**src/rtl/bsn_pkg.sv**
```systemverilog
// Shared types and stage-mask helper for the barrel-shift normalizer.
package bsn_pkg;

  localparam int unsigned BSN_MAX_W = 256;

  typedef enum logic [1:0] {IDLE, BUSY, DONE} state_e;

  // Bits examined by stage k: the top 2^k bits (left) or bottom 2^k bits (right) of a w-bit word.
  function automatic logic [BSN_MAX_W-1:0] stage_mask(input int unsigned w,
                                                      input int unsigned k,
                                                      input logic right);
    logic [BSN_MAX_W-1:0] m;
    m = '0;
    for (int unsigned i = 0; i < BSN_MAX_W; i++) begin
      if (right) m[i] = (i < (32'd1 << k));
      else       m[i] = (i < w) && ((i + (32'd1 << k)) >= w);
    end
    return m;
  endfunction

endpackage

```
**src/rtl/bsn_step.sv**
```systemverilog
// One combinational binary-search stage: shifts by 2^k when the examined 2^k bits are all zero.
module bsn_step
  import bsn_pkg::*;
#(
  parameter int unsigned W       = 32,
  parameter logic        P_RIGHT = 1'b0,
  parameter int unsigned SHIFT_W = $clog2(W)
) (
  input  logic [W-1:0]       val_i,
  input  logic [SHIFT_W-1:0] k_i,
  output logic [W-1:0]       val_o,
  output logic               hit_o
);

  logic [BSN_MAX_W-1:0] mask_full;
  int unsigned          amt;

  always_comb begin
    mask_full = stage_mask(W, 32'(k_i), P_RIGHT);
    amt       = 32'd1 << k_i;
    hit_o     = ((val_i & mask_full[W-1:0]) == '0);
    val_o     = val_i;
    if (hit_o) val_o = P_RIGHT ? (val_i >> amt) : (val_i << amt);
  end

endmodule

```
**src/rtl/bsn.sv**
```systemverilog
// Sequential normalizer: result SHIFT_W cycles after accept, held until out_rdy_i.
// BSN_B2B_EN lets a pop and a new accept share one cycle; otherwise one idle cycle separates results.
module bsn
  import bsn_pkg::*;
#(
  parameter int unsigned W       = 32,
  parameter logic        P_RIGHT = 1'b0,
  parameter int unsigned SHIFT_W = $clog2(W)
) (
  input  logic               clk,
  input  logic               rst,
  input  logic               in_vld_i,
  output logic               in_rdy_o,
  input  logic [W-1:0]       x_i,
  output logic               out_vld_o,
  input  logic               out_rdy_i,
  output logic [W-1:0]       y_o,
  output logic [SHIFT_W-1:0] shift_o,
  output logic               zero_o
);

  if (W < 2 || (W & (W - 1)) != 0 || W > BSN_MAX_W) begin : g_bad_w
    $error("bsn: W must be a power of two between 2 and BSN_MAX_W");
  end

  localparam logic [SHIFT_W-1:0] K_TOP = SHIFT_W'(SHIFT_W - 1);

  state_e               state_q, state_d;
  logic [W-1:0]         y_q, y_d;
  logic [SHIFT_W-1:0]   shift_q, shift_d;
  logic [SHIFT_W-1:0]   k_q, k_d;
  logic                 zero_q, zero_d;
  logic                 in_rdy_q, in_rdy_d;
  logic                 out_vld_q, out_vld_d;
  logic                 load;
  logic [W-1:0]         step_val;
  logic                 step_hit;

  // y_q doubles as the working register; its contents only matter once out_vld_o is set.
  bsn_step #(.W(W), .P_RIGHT(P_RIGHT), .SHIFT_W(SHIFT_W)) u_step (
    .val_i (y_q),
    .k_i   (k_q),
    .val_o (step_val),
    .hit_o (step_hit)
  );

  always_comb begin
    state_d   = state_q;
    y_d       = y_q;
    shift_d   = shift_q;
    k_d       = k_q;
    zero_d    = zero_q;
    in_rdy_d  = in_rdy_q;
    out_vld_d = out_vld_q;
    load      = 1'b0;
    unique case (state_q)
      IDLE: load = in_vld_i;
      BUSY: begin
        y_d          = step_val;
        shift_d[k_q] = step_hit;
        if (k_q == '0) begin
          state_d   = DONE;
          out_vld_d = 1'b1;
          zero_d    = (step_val == '0);
        end else begin
          k_d = k_q - SHIFT_W'(1);
        end
      end
      DONE: begin
        if (out_rdy_i) begin
          out_vld_d = 1'b0;
          state_d   = IDLE;
          in_rdy_d  = 1'b1;
`ifdef BSN_B2B_EN
          load      = in_vld_i;
`endif
        end
      end
      default: state_d = IDLE;
    endcase
    if (load) begin
      y_d      = x_i;
      shift_d  = '0;
      k_d      = K_TOP;
      state_d  = BUSY;
      in_rdy_d = 1'b0;
    end
  end

  always_ff @(posedge clk) begin
    if (rst) begin
      state_q   <= IDLE;
      y_q       <= '0;
      shift_q   <= '0;
      k_q       <= '0;
      zero_q    <= 1'b0;
      in_rdy_q  <= 1'b1;
      out_vld_q <= 1'b0;
    end else begin
      state_q   <= state_d;
      y_q       <= y_d;
      shift_q   <= shift_d;
      k_q       <= k_d;
      zero_q    <= zero_d;
      in_rdy_q  <= in_rdy_d;
      out_vld_q <= out_vld_d;
    end
  end

`ifdef BSN_B2B_EN
  assign in_rdy_o = in_rdy_q | ((state_q == DONE) & out_rdy_i);
`else
  assign in_rdy_o = in_rdy_q;
`endif
  assign out_vld_o = out_vld_q;
  assign y_o       = y_q;
  assign shift_o   = shift_q;
  assign zero_o    = zero_q;

endmodule

```
**config.mk**
```make
export PLATFORM = sky130hd
export DESIGN_NAME = bsn
export DESIGN_NICKNAME = d
export VERILOG_FILES = /design/src/rtl/bsn_pkg.sv /design/src/rtl/bsn_step.sv /design/src/rtl/bsn.sv
export SDC_FILE = /design/constraint.sdc
export NUM_CORES = 1
export LEC_CHECK = 0
export ABC_AREA = 1
export CORE_UTILIZATION = 55
export CTS_CLUSTER_DIAMETER = 30
export DETAILED_ROUTE_END_ITERATION = 7
export PLACE_DENSITY_LB_ADDON = 0.15
export SKIP_LAST_GASP = 1
export SYNTH_ARGS = -nofsm -noshare
export SYNTH_HDL_FRONTEND = slang
export SYNTH_SLANG_ARGS = --single-unit
```
**constraint.sdc**
```tcl
create_clock -name clk -period 4.24 [get_ports clk]
set_input_delay 0.424 -clock clk [delete_from_list [all_inputs] [get_ports clk]]
set_output_delay 0.424 -clock clk [all_outputs]
set_load 0.02 [all_outputs]
```
Word level (Yosys, flattened, before mapping)
Index checks and enable logic that the tools add are counted.

Eq/ne operators: 8. $add $sub $neg: 32. Muxes and demuxes: 20. Shift operators: 3. Bitwise logic cells: 3. Order comparisons: 34. Reductions and logical operators: 17.

Operators by type and width (count): $ge 32x6->1 const B (32); $add 5x32->32 const A (16); $add 4x32->32 const A (8); $add 3x32->32 const A (4); $mux 32 (3); $add 2x32->32 const A (2); $logic_not 32->1 (2); $shl 1x5->32 const A (2); $add 1x32->32 const A (1); $and 32x32->32 (1); $shl 32x32->32 (1); $mux 3 (3); $reduce_and 3->1 (3); $mux 1 (8); $ne 2x2->1 const B (4); $reduce_and 2->1 (4); $reduce_bool 2->1 (4); $ne 3x3->1 const B (2); $pmux 2 s3 (1); $bwmux 5 (1); $ge 5x1->1 const B (1); $logic_not 5->1 (1); $lt 5x4->1 const B (1); $sub 5x1->5 const B (1); 9 further kinds (11).

Input port bits: 36. Output and inout port bits: 40. Register bits after elaboration: 47.

Longest topological paths before layout
Gate-level depths: netlist of the first run.

Depth in word-level cells: 8. Mapped depth: 33. Mapped depth without buffers: 30.

By module
From an unflattened synthesis of the first run, not the netlist that was laid out.

Cell total of the unflattened synthesis: 810. Area, all modules: 4491.8 µm².

Modules (own cells, without submodules): bsn_step (cells each 508, area each 2356.0 µm², times used 1, seq. area each 0.0 µm²); bsn (cells each 302, area each 2135.8 µm², times used 1, seq. area each 940.9 µm²).

Worst setup path after synthesis of the first run
OpenSTA, ideal clock, no wires.

Path type: flip-flop to flip-flop. Start: register k_q[1]. End: register zero_q, in the netlist zero_o. Path slack: 0.854 ns. Period minus slack after synthesis: 3.386 ns. Buffers on the path: 3. Data arrival time: 3.316 ns. Required time: 4.170 ns. Library setup time: 0.070 ns. Cell stages (with the launch flop): 30. Cell sequence: dfxtp_1 inv_1 ha_1 nand2_1 inv_2 nand2_1 inv_1 buf_2 ha_1 clkbuf_1 nand3_1 nand2_1 nand2_1 nand3_1 a21oi_1 nand4_1 a21oi_1 nand2_1 nor2_1 nand2_1 nor2_4 buf_4 nand2_1 nand2_1 nand2_1 nor2_1 nand2_1 nor2_1 nand2_1 a21oi_1.

Longest elaborated chain between the ends: 7. Elaborated cells between the ends (all ways): 72. Those cells by class: add/sub (31); order compare (32); shift (3); mux (1); bitwise (1); reduce/logical (4).

Ends and longest elaborated chain: from (decl) (line bsn.sv:31) `logic [SHIFT_W-1:0] k_q, k_d;`; from (signal assigned) (line bsn.sv:103) `k_q <= k_d;`; $shl 1x5->32 (line bsn_pkg.sv:16, bsn_step.sv:20); $add 1x32->32 (tied with other cells) (line bsn_pkg.sv:16) `else m[i] = (i < w) && ((i + (32'd1 << k)) >= w);`; $ge 32x6->1 (line bsn_pkg.sv:16); $and 32x32->32 (line bsn_step.sv:21) `hit_o = ((val_i & mask_full[W-1:0]) == '0);`; $logic_not 32->1 (line bsn_step.sv:21); $mux 32 (line bsn_step.sv:23) `if (hit_o) val_o = P_RIGHT ? (val_i >> amt) : (val_i << amt);`; $logic_not 32->1 (line bsn.sv:64) `zero_d = (step_val == '0);`; to (signal assigned) (line bsn.sv:104) `zero_q <= zero_d;`; to (decl) (line bsn.sv:32) `logic zero_q, zero_d;`.

Parallel ways exist; a longest one is shown, timed or not. A chain may end at the register's enable or synchronous reset.

Final worst setup path of the first run
Start: register k_q[0]. End: register zero_q, in the netlist zero_o.

The elaborated chain is that of the path after synthesis.

==> summary.txt, run 1 <==
main combinational cell family by area after synthesis -> simple AND/OR/NAND/NOR gates
clock sinks -> 47
CORE AREA -> 10,840 sq um
Seq/Total Area, Yosys -> 0.1532
overall routed net length -> 25,440 microns
share of layout cells above drive strength 1 -> 0.05925
Die Y -> 107.7 microns
Compound-Gate Fraction of Synth Area -> 0.1519
Adder-Cell Fraction of Synth Area -> 0.01222
Hold Path Origin -> out_vld_o
Initial Util -> 0.5667
cell internal pwr -> 1.352 mW
RR Startpoint -> k_q[0]
leakage -> 3.599 nW
DRC violations left -> 0
Setup violations, final -> 0
Yosys top cell area share -> 0.2560
Worst R2R Setup Slack -> 0.32 ns
num ports -> 76
min Tclk post-route -> 3.915 ns
CP Class -> flop to flop
status -> finished clean
DR pass1 iterations -> 6
synthesis-stage register bit count -> 47
Net Count, Synth -> 1,235
hold path depth -> 2
Crit. End Element -> flop
Slew @ Worst Pin -> 1.000 ns
Root Driver -> clkbuf_8
Worst Path Arrival -> 4.16 ns
data required time of the worst path -> 4.49 ns
unrepaired setup endpoints after global routing -> no
max cap viols -> 0
drt initial violations -> 1,241
Worst setup SP type -> flop
CTS tree -> yes
Inserted Diodes -> 0
count of cell types in the netlist -> 34
fmax -> 0.2554 GHz
clk slew on worst S/H paths -> 0.09 ns
Fin Setup TNS -> 0 ns
mux cell area share after synthesis -> 0
Syn Area/Cell -> 5.150 sq um
clk buf depth -> 2
average vias per placed instance -> 6.280
hold crit path type -> flop to flop
sequential power share -> 0.221
gr ovfl total -> 0
Simple-Gate Fraction of Synth Area -> 0.5731
Buffers on Ports -> 75
CTS Buf Count -> 5
largest net degree at the start of global routing -> 65
hold slack final -> 0.4770 ns
Tot GR Track Use -> 0.4331
Post-synth EDFFs -> 0
largest cells by area after synthesis -> nand2_1 26%, nand3_1 18%, dfxtp_1 15%, o21ai_0 7.3%, a21oi_1 5.6%
Final Power -> 3.012 mW
area grow syn2layout -> 15.34%
H-tree depth -> 2
Commonest cells post-synth -> 419 x nand2_1, 220 x nand3_1, 92 x nor2_1
vias in the first global route -> 7,342
clock power share -> 0.110
Final Cycle Share -> 0.9234
ANT nets after route -> 0
first-pass GRT wire length -> 38,830 microns
asr flop ratio synth -> 0
Crit Path Max Fanout -> 12
Hold EP -> out_vld_o
post-synthesis xor/xnor area fraction -> 0
switch share -> 0.5513
PwrDens -> 425.1 nW/um^2
via count -> 8,616
Worst-Skew Late Latency -> 0.31 ns
synthesized area -> 6143 sq um
worst reg2reg path depth -> 26
Slew Viols, Final -> 0
GP Congestion -> 1.058
largest area contributor in the netlist -> nand2_1
die width -> 107.7 microns
Mapped Cells -> 1,193
maximum vdd drop -> 0.0003691 V
FF-to-FF End -> zero_o
Detailed Place HPWL -> 18,630 microns
worst clock skew -> 0.008483 ns
Comb pwr share -> 0.669
Die Area -> 11,600 sq um
Avg WL per Cell -> 18.54 microns
Core Rows -> 38
most numerous cell in the Yosys netlist -> nand2_1
filler cell count -> 1,112
fin nets -> 1,274
initial antenna violation count -> 0
final hold viol count -> 0
P_sw -> 1.661 mW
Synth Warn # -> 0
headroom to the max-slew limit -> 0.3309
dominant synthesized flop cell -> dfxtp_1
## worst max-delay path by stage
stage             end  startpoint  cells after the start  slack [ns]
6_report       zero_o      k_q[0]                     26        0.32
5_1_grt        zero_o      k_q[0]                     26     0.00008
4_1_cts        zero_o      k_q[0]                     24        0.06
3_5_place_dp   zero_o      k_q[0]                     24        0.13
3_3_place_gp   zero_o      k_q[0]                     24        0.18
2_1_floorplan  zero_o      k_q[1]                     29        0.85
## state kept, by name, summed over array words and instances, names as in the netlist
| register | count |
|---|---|
| shift_o | 5 |
| out_vld_o | 1 |
| y_o | 32 |
| k_q | 5 |
| state_q | 2 |
| zero_o | 1 |
| in_rdy_o | 1 |
## layout make-up
| type | count | area, sq um | share of cell area |
|---|---|---|---|
| clock buffer | 5 | 68.82 | 0.009712 |
| inverter | 89 | 335.3 | 0.04732 |
| sequential | 47 | 940.9 | 0.1328 |
| multi-input combinational | 990 | 4577 | 0.6459 |
| clock inverter | 2 | 37.54 | 0.005298 |
| tap | 140 | 175.2 | 0.02472 |
| timing repair buffer | 99 | 950.9 | 0.1342 |
## power groups by stage
stage                     registers, mW  logic [mW]  clock network, mW
after floorplan                   0.649        1.32                  0
after detailed placement          0.657        1.88                  0
after global placement            0.658        1.86                  0
after CTS                         0.648        1.89              0.332
final                             0.666        2.01              0.332
after global routing              0.661        2.21              0.353
## placed cells by master, fill, tap and decap left out, types with 4 or more instances in the layout
master / count
nor2_4: 8
inv_2: 12
nor2_1: 91
nand3_1: 220
o21ai_1: 6
clkbuf_8: 5
o211ai_1: 5
inv_1: 76
nand2_2: 11
nand2_1: 418
dfxtp_1: 47
buf_4: 21
nand4_1: 43
a21oi_1: 69
clkdlybuf4s50_1: 75
ha_1: 4
o21ai_0: 90
nor2_2: 4
## critical path: stages (launching register included)
cell and delay (ns):
dfxtp_1 0.35, inv_1 0.24, ha_2 0.31, nand2_2 0.11, inv_2 0.13, nand2_1 0.08
ha_1 0.32, nand3_1 0.14, nand2_1 0.09, inv_1 0.12, nand3_1 0.09, a21oi_1 0.21
nand4_1 0.15, nand2_1 0.11, nand3_1 0.07, nor2_1 0.12, nand2_1 0.19, nor2_4 0.18
buf_12 0.15, nand2_1 0.08, nand2_1 0.10, nand2_1 0.07, nor2_1 0.10, nand2_1 0.06
nor2_1 0.09, nand2_1 0.06, a21oi_1 0.13
## cells by family (layout without fill, tap and decap cells)
| group | after synthesis | in the layout |
|---|---|---|
| AOI/OAI and AO/OA | 179 | 179 |
| adders and majority gates | 6 | 6 |
| buffers and inverters | 158 | 195 |
| DFF | 47 | 47 |
| and+or+nand+nor | 803 | 805 |
## repair_timing
action | in CTS | in global routing
setup endpoints to repair | 0 | 26
resized for setup | 0 | 9
endpoints found under the hold margin | 0 | 0
setup buffers | 0 | 3
hold buffers | 0 | 0
## per-stage QoR
step | cells | worst slack, ns | util | area [sq um]
floorplan | 1193 | 0.8545 | - | 6143
global placement | 1360 | 0.1797 | 0.6357 | 6892
detailed placement | 1360 | 0.1314 | 0.6357 | 6892
CTS | 1367 | 0.06433 | 0.6455 | 6998
global route | 1372 | 0.00007550 | 0.6536 | 7086
finish | 1372 | 0.3248 | 0.6536 | 7086
## per-layer routing
| layer | part of all wire | track usage | routed length, microns | vias to the layer above |
|---|---|---|---|---|
| met5 | 0 | 0 | 0 | - |
| met4 | 0.048 | 0.1742 | 1223 | 0 |
| met3 | 0.14 | 0.1217 | 3658 | 116 |
| met2 | 0.40 | 0.6232 | 10230 | 626 |
| met1 | 0.41 | 0.6004 | 10330 | 3816 |
| li1 | - | - | - | 4058 |
(Power assumes the default switching activity.)
==> inputs of run 2 (changes only) <==
--- a/config.mk
+++ b/config.mk
@@ -6,10 +6,13 @@
 export NUM_CORES = 1
 export LEC_CHECK = 0
 export ABC_AREA = 1
-export CORE_UTILIZATION = 55
+export CELL_PAD_IN_SITES_DETAIL_PLACEMENT = 0
+export CELL_PAD_IN_SITES_GLOBAL_PLACEMENT = 1
+export CORE_UTILIZATION = 38
 export CTS_CLUSTER_DIAMETER = 30
 export DETAILED_ROUTE_END_ITERATION = 7
 export PLACE_DENSITY_LB_ADDON = 0.15
+export SETUP_SLACK_MARGIN = 0.02
 export SKIP_LAST_GASP = 1
 export SYNTH_ARGS = -nofsm -noshare
 export SYNTH_HDL_FRONTEND = slang
==> summary.txt, run 2 (synthesized netlist as in run 1, its figures left out) <==
status -> finished clean (unchanged)
ANT nets after route -> 0 (unchanged)
GP Congestion -> 0.9722 (was 1.058)
Core Rows -> 46 (was 38)
CORE AREA -> 15,830 sq um (was 10,840 sq um)
placed insts -> 1,441 (was 1,360)
num ports -> 76 (unchanged)
min Tclk post-route -> 3.806 ns (was 3.915 ns)
data required time of the worst path -> 4.47 ns (was 4.49 ns)
first-pass GRT wire length -> 41,390 microns (was 38,830 microns)
Crit. End Element -> flop (unchanged)
Inserted Diodes -> 0 (unchanged)
Buffers on Ports -> 75 (unchanged)
DP Area -> 7054 sq um (was 6892 sq um)
Fin Setup TNS -> 0 ns (unchanged)
fmax -> 0.2627 GHz (was 0.2554 GHz)
die width -> 129.2 microns (was 107.7 microns)
Avg WL per Cell -> 18.78 microns (was 18.54 microns)
Setup violations, final -> 0 (unchanged)
post-route cell area -> 7219 sq um (was 7086 sq um)
Final Cycle Share -> 0.8977 (was 0.9234)
final std cells w/o fill -> 1,448 (was 1,372)
Root Driver -> clkbuf_16 (was clkbuf_8)
initial antenna violation count -> 0 (unchanged)
clock sinks -> 47 (unchanged)
drt initial violations -> 909 (was 1,241)
CTS tree -> yes (unchanged)
overall routed net length -> 27,190 microns (was 25,440 microns)
worst slack, placed -> 0.4251 ns (was 0.1314 ns)
hold crit path type -> flop to flop (unchanged)
vias in the first global route -> 7,227 (was 7,342)
via count -> 8,240 (was 8,616)
Detailed Place HPWL -> 20,490 microns (was 18,630 microns)
Worst setup SP type -> flop (unchanged)
Tot GR Track Use -> 0.3253 (was 0.4331)
area grow syn2layout -> 17.52% (was 15.34%)
unrepaired setup endpoints after global routing -> no (unchanged)
leakage -> 3.631 nW (was 3.599 nW)
Worst Path Arrival -> 4.03 ns (was 4.16 ns)
Slew @ Worst Pin -> 1.108 ns (was 1.000 ns)
max cap viols -> 0 (unchanged)
average vias per placed instance -> 5.691 (was 6.280)
fin nets -> 1,274 (unchanged)
H-tree depth -> 2 (unchanged)
filler cell count -> 1,828 (was 1,112)
clk slew on worst S/H paths -> 0.07 ns (was 0.09 ns)
max reg flops -> 32 (unchanged)
headroom to the max-slew limit -> 0.2588 (was 0.3309)
DR pass1 iterations -> 5 (was 6)
Die Area -> 16,680 sq um (was 11,600 sq um)
worst clock skew -> 0.004552 ns (was 0.008483 ns)
Slew Viols, Final -> 0 (unchanged)
PwrDens -> 433.9 nW/um^2 (was 425.1 nW/um^2)
DRC violations left -> 0 (unchanged)
clk buf depth -> 2 (unchanged)
gr ovfl total -> 0 (unchanged)
setup ws final -> 0.4338 ns (was 0.3248 ns)
commonest non-fill, non-tap cell in the layout -> nand2_1 (unchanged)
CTS Buf Count -> 5 (unchanged)
Crit Path Max Fanout -> 25 (was 12)
maximum vdd drop -> 0.0002777 V (was 0.0003691 V)
Initial Util -> 0.3881 (was 0.5667)
Worst-Skew Late Latency -> 0.29 ns (was 0.31 ns)
final hold viol count -> 0 (unchanged)
most frequent cells in the layout -> 418 x nand2_1, 220 x nand3_1, 90 x nor2_1, 90 x o21ai_0, 76 x inv_1 (was 418 x nand2_1, 220 x nand3_1, 91 x nor2_1)
share of layout cells above drive strength 1 -> 0.05925 (unchanged)
Die Y -> 129.2 microns (was 107.7 microns)
largest net degree at the start of global routing -> 65 (unchanged)
CP Class -> flop to flop (unchanged)
## run 2: cell count changes in the layout (fill, tap and decap cells not counted)
cell / change
nor2_4: -3
ha_4: -1
buf_6: -2
buf_12: +1
nor2_1: -1
buf_4: +3
clkbuf_8: -5
nor2_2: +2
ha_1: +1
clkbuf_16: +5
## run 2: stage by stage
step | util | total power, mW | hold slack [ns]
final | 0.4561 | 3.133 | 0.4696
after floorplan | - | 1.966 | 0.4931
after global routing | 0.4561 | 3.362 | 0.4859
after detailed placement | 0.4457 | 2.639 | 0.4578
after global placement | 0.4457 | 2.654 | 0.4601
after CTS | 0.4560 | 3.094 | 0.4702
## run 2: layout make-up
type,count,area (sq um),area share
multi-input cells,988,4539,0.6288
clock inverters,2,37.54,0.005199
inverters,89,335.3,0.04645
repair buffers,101,970.9,0.1345
clock buffers,5,125.1,0.01733
well taps,216,270.3,0.03744
flip-flops and latches,47,940.9,0.1303
## run 2: worst paths after layout
kind / startpoint / endpoint / slack, ns / cells past startpoint
min: out_vld_o / out_vld_o / 0.47 / 2
max reg2reg: k_q[2] / zero_o / 0.43 / 26
min reg2reg: out_vld_o / out_vld_o / 0.47 / 2
max: k_q[2] / zero_o / 0.43 / 26
## run 2: repair_timing
| action | CTS | global route |
|---|---|---|
| setup endpoints to repair | 0 | 1 |
| hold buffers | 0 | 0 |
| buffers inserted | 0 | 0 |
| gates resized for setup | 0 | 1 |
## run 2: layer usage
layer | global-route usage | vias up | part of all wire
met5 | 0 | - | 0
met4 | 0.06782 | 0 | 0.014
met3 | 0.03840 | 27 | 0.090
met2 | 0.4953 | 383 | 0.42
met1 | 0.4861 | 3785 | 0.47
li1 | - | 4045 | -
## run 2: worst max-delay path, cell delays in order, from the launching register on
cell and delay [ns]:
dfxtp_1 0.72, nand2_1 0.16, inv_2 0.12, nand2_1 0.07, inv_1 0.09, buf_4 0.19, nand3_2 0.23, nand2_1 0.14
nand2_2 0.12, inv_2 0.15, nor2_1 0.07, nand4_1 0.15, nand2_1 0.10, nand2_1 0.14, inv_2 0.04, nand2_1 0.06
nor2_1 0.06, nand3_2 0.10, buf_4 0.28, nand2_1 0.10, nand2_1 0.12, nand2_1 0.08, nor2_1 0.11, nand2_1 0.07
nor2_1 0.09, nand2_1 0.05, a21oi_1 0.11
## run 2: where the power goes
group	switching [mW]	total (mW)	internal [mW]	leakage (nW)
Clock	0.174	0.449	0.275	0.0759
Sequential	0.166	0.671	0.504	0.388
Combinational	1.34	2.01	0.671	3.17
==> inputs of run 3 (changes only) <==
--- a/config.mk
+++ b/config.mk
@@ -6,11 +6,13 @@
 export NUM_CORES = 1
 export LEC_CHECK = 0
 export ABC_AREA = 1
+export CAP_MARGIN = 40
 export CELL_PAD_IN_SITES_DETAIL_PLACEMENT = 0
 export CELL_PAD_IN_SITES_GLOBAL_PLACEMENT = 1
 export CORE_UTILIZATION = 38
 export CTS_CLUSTER_DIAMETER = 30
 export DETAILED_ROUTE_END_ITERATION = 7
+export HOLD_SLACK_MARGIN = 0.05
 export PLACE_DENSITY_LB_ADDON = 0.15
 export SETUP_SLACK_MARGIN = 0.02
 export SKIP_LAST_GASP = 1
==> summary.txt, run 3 (synthesized netlist as in run 1, its figures left out) <==
H-tree depth -> 2 (unchanged)
Final Cycle Share -> 0.9123 (was 0.8977)
hold buffers post-CTS -> 0 (unchanged)
area grow syn2layout -> 18.02% (was 17.52%)
Root Driver -> clkbuf_16 (unchanged)
worst clock skew -> 0.005001 ns (was 0.004552 ns)
CP Cell Sequence -> inv_1 -> ha_1 -> buf_4 -> inv_1 -> nor2_1 -> nand2_1 -> nand2_1 -> nor2_1 -> nand2_1 -> nor2_2 -> nand4_1 -> nand2_1 -> nand2_1 -> nor2_1 -> nand2_1 -> nor2_2 -> nand3_1 -> nand2_1 -> nand2_1 -> nor2_1 -> nand2_1 -> nor2_1 -> nand2_1 -> a21oi_1
leakage -> 3.647 nW (was 3.631 nW)
most used cell, CP -> nand2_1 (unchanged)
Crit. End Element -> flop (unchanged)
DR pass1 iterations -> 6 (was 5)
first-pass GRT wire length -> 41,850 microns (was 41,390 microns)
min Tclk post-route -> 3.868 ns (was 3.806 ns)
Slew @ Worst Pin -> 0.6300 ns (was 1.108 ns)
delay-heaviest family, CP -> simple AND/OR/NAND/NOR gates (unchanged)
clock sinks -> 47 (unchanged)
Crit path largest cell delay -> 0.45 ns (was 0.72 ns)
max cap viols -> 0 (unchanged)
CTS tree -> yes (unchanged)
data required time of the worst path -> 4.46 ns (was 4.47 ns)
CP Class -> flop to flop (unchanged)
Slew Viols, Final -> 0 (unchanged)
Tot GR Track Use -> 0.3293 (was 0.3253)
Crit Path Max Fanout -> 9 (was 25)
Worst setup SP type -> flop (unchanged)
hold path depth -> 2 (unchanged)
FF-to-FF End -> zero_o (unchanged)
CP max stage cell -> dfxtp_1 (unchanged)
clk buf depth -> 2 (unchanged)
Detailed Place HPWL -> 20,720 microns (was 20,490 microns)
Buf/Inv on CP -> 3 (was 6)
initial antenna violation count -> 0 (unchanged)
overall routed net length -> 27,560 microns (was 27,190 microns)
placed insts -> 1,443 (was 1,441)
largest net degree at the start of global routing -> 57 (was 65)
CTS Buf Count -> 5 (unchanged)
filler cell count -> 1,794 (was 1,828)
worst reg2reg path depth -> 24 (was 26)
DRC violations left -> 0 (unchanged)
headroom to the max-slew limit -> 0.5795 (was 0.2588)
vias in the first global route -> 7,218 (was 7,227)
Inserted Diodes -> 0 (unchanged)
commonest non-fill, non-tap cell in the layout -> nand2_1 (unchanged)
maximum vdd drop -> 0.0002487 V (was 0.0002777 V)
hold crit path type -> flop to flop (unchanged)
fin nets -> 1,276 (was 1,274)
PwrDens -> 434.6 nW/um^2 (was 433.9 nW/um^2)
unrepaired setup endpoints after global routing -> no (unchanged)
die width -> 129.2 microns (unchanged)
max reg flops -> 32 (unchanged)
clk slew on worst S/H paths -> 0.07 ns (about the same)
Core Rows -> 46 (unchanged)
status -> finished clean (unchanged)
Hold Path Origin -> out_vld_o (unchanged)
Post-CTS Setup Bufs -> 0 (unchanged)
ANT nets after route -> 0 (unchanged)
fmax -> 0.2585 GHz (was 0.2627 GHz)
gr ovfl total -> 0 (unchanged)
CORE AREA -> 15,830 sq um (unchanged)
Setup violations, final -> 0 (unchanged)
via count -> 8,239 (was 8,240)
RR Startpoint -> k_q[1] (was k_q[2])
drt initial violations -> 918 (was 909)
Initial Util -> 0.3881 (unchanged)
Worst R2R Setup Slack -> 0.37 ns (was 0.43 ns)
GP Congestion -> 0.9722 (unchanged)
share of layout cells above drive strength 1 -> 0.06078 (was 0.05925)
Hold EP -> out_vld_o (unchanged)
average vias per placed instance -> 5.682 (was 5.691)
Avg WL per Cell -> 19.01 microns (was 18.78 microns)
final hold viol count -> 0 (unchanged)
Worst-Skew Late Latency -> 0.29 ns (about the same)
Worst Path Arrival -> 4.09 ns (was 4.03 ns)
Buffers on Ports -> 75 (unchanged)
most frequent cells in the layout -> 418 x nand2_1, 220 x nand3_1, 90 x nor2_1, 90 x o21ai_0, 76 x inv_1 (unchanged)
Die Y -> 129.2 microns (unchanged)
Die Area -> 16,680 sq um (unchanged)
Fin Setup TNS -> 0 ns (unchanged)
num ports -> 76 (unchanged)
final std cells w/o fill -> 1,450 (was 1,448)
[run 3: worst max path at each step]
stage | depth (start not counted) | from | to | slack [ns]
finish | 24 | k_q[1] | zero_o | 0.37
detailed placement | 22 | k_q[0] | zero_o | 0.42
global placement | 22 | k_q[0] | zero_o | 0.36
global route | 25 | k_q[0] | zero_o | 0.05
CTS | 22 | k_q[0] | zero_o | 0.38
floorplan | 29 | k_q[1] | zero_o | 0.85
[run 3: worst reg2reg max path, stage by stage (launching register included)]
cell	delay, ns
dfxtp_1	0.45
inv_1	0.12
ha_1	0.26
buf_4	0.17
inv_1	0.05
nor2_1	0.07
nand2_1	0.14
nand2_1	0.08
nor2_1	0.10
nand2_1	0.08
nor2_2	0.41
nand4_1	0.37
nand2_1	0.14
nand2_1	0.06
nor2_1	0.15
nand2_1	0.09
nor2_2	0.31
nand3_1	0.16
nand2_1	0.12
nand2_1	0.06
nor2_1	0.09
nand2_1	0.06
nor2_1	0.10
nand2_1	0.06
a21oi_1	0.13
[run 3: cell type report]
class	count	area, sq um	area share
flip-flops and latches	47	940.9	0.1298
repair buffers	103	1002	0.1382
well taps	216	270.3	0.03727
multi-input cells	988	4539	0.6261
inverters	89	335.3	0.04625
clock buffers	5	125.1	0.01726
clock inverters	2	37.54	0.005177
[run 3: layer usage]
metal  GRT usage  up-vias  share of wire
met5           0        -              0
li1            -     4044              -
met2      0.4921      370           0.42
met3     0.04170       35          0.081
met4     0.07266        0          0.016
met1      0.4964     3790           0.48
[run 3: metrics by stage]
stage / cell area (sq um) / hold WS, ns / util / power, mW / setup slack, ns
final: 7251 / 0.4768 / 0.4581 / 3.151 / 0.3718
after global routing: 7251 / 0.4859 / 0.4581 / 3.387 / 0.05052
after CTS: 7244 / 0.4704 / 0.4577 / 3.109 / 0.3807
after detailed placement: 7082 / 0.4577 / 0.4474 / 2.652 / 0.4164
after global placement: 7054 / 0.4601 / 0.4457 / 2.654 / 0.3596
after floorplan: 6143 / 0.4931 / - / 1.966 / 0.8545
[run 3: timing repair]
item                                    in CTS  in global routing
endpoints found under the setup margin       0                  1
resized for setup                            0                  2
hold endpoints to repair                     0                  0
[run 3: power by group]
| group | internal (mW) | total [mW] | switching [mW] | leakage [nW] |
|---|---|---|---|---|
| sequential | 0.504 | 0.672 | 0.168 | 0.388 |
| combinational | 0.678 | 2.02 | 1.35 | 3.18 |
| clock | 0.275 | 0.454 | 0.179 | 0.0759 |
| total | 1.46 | 3.15 | 1.69 | 3.65 |
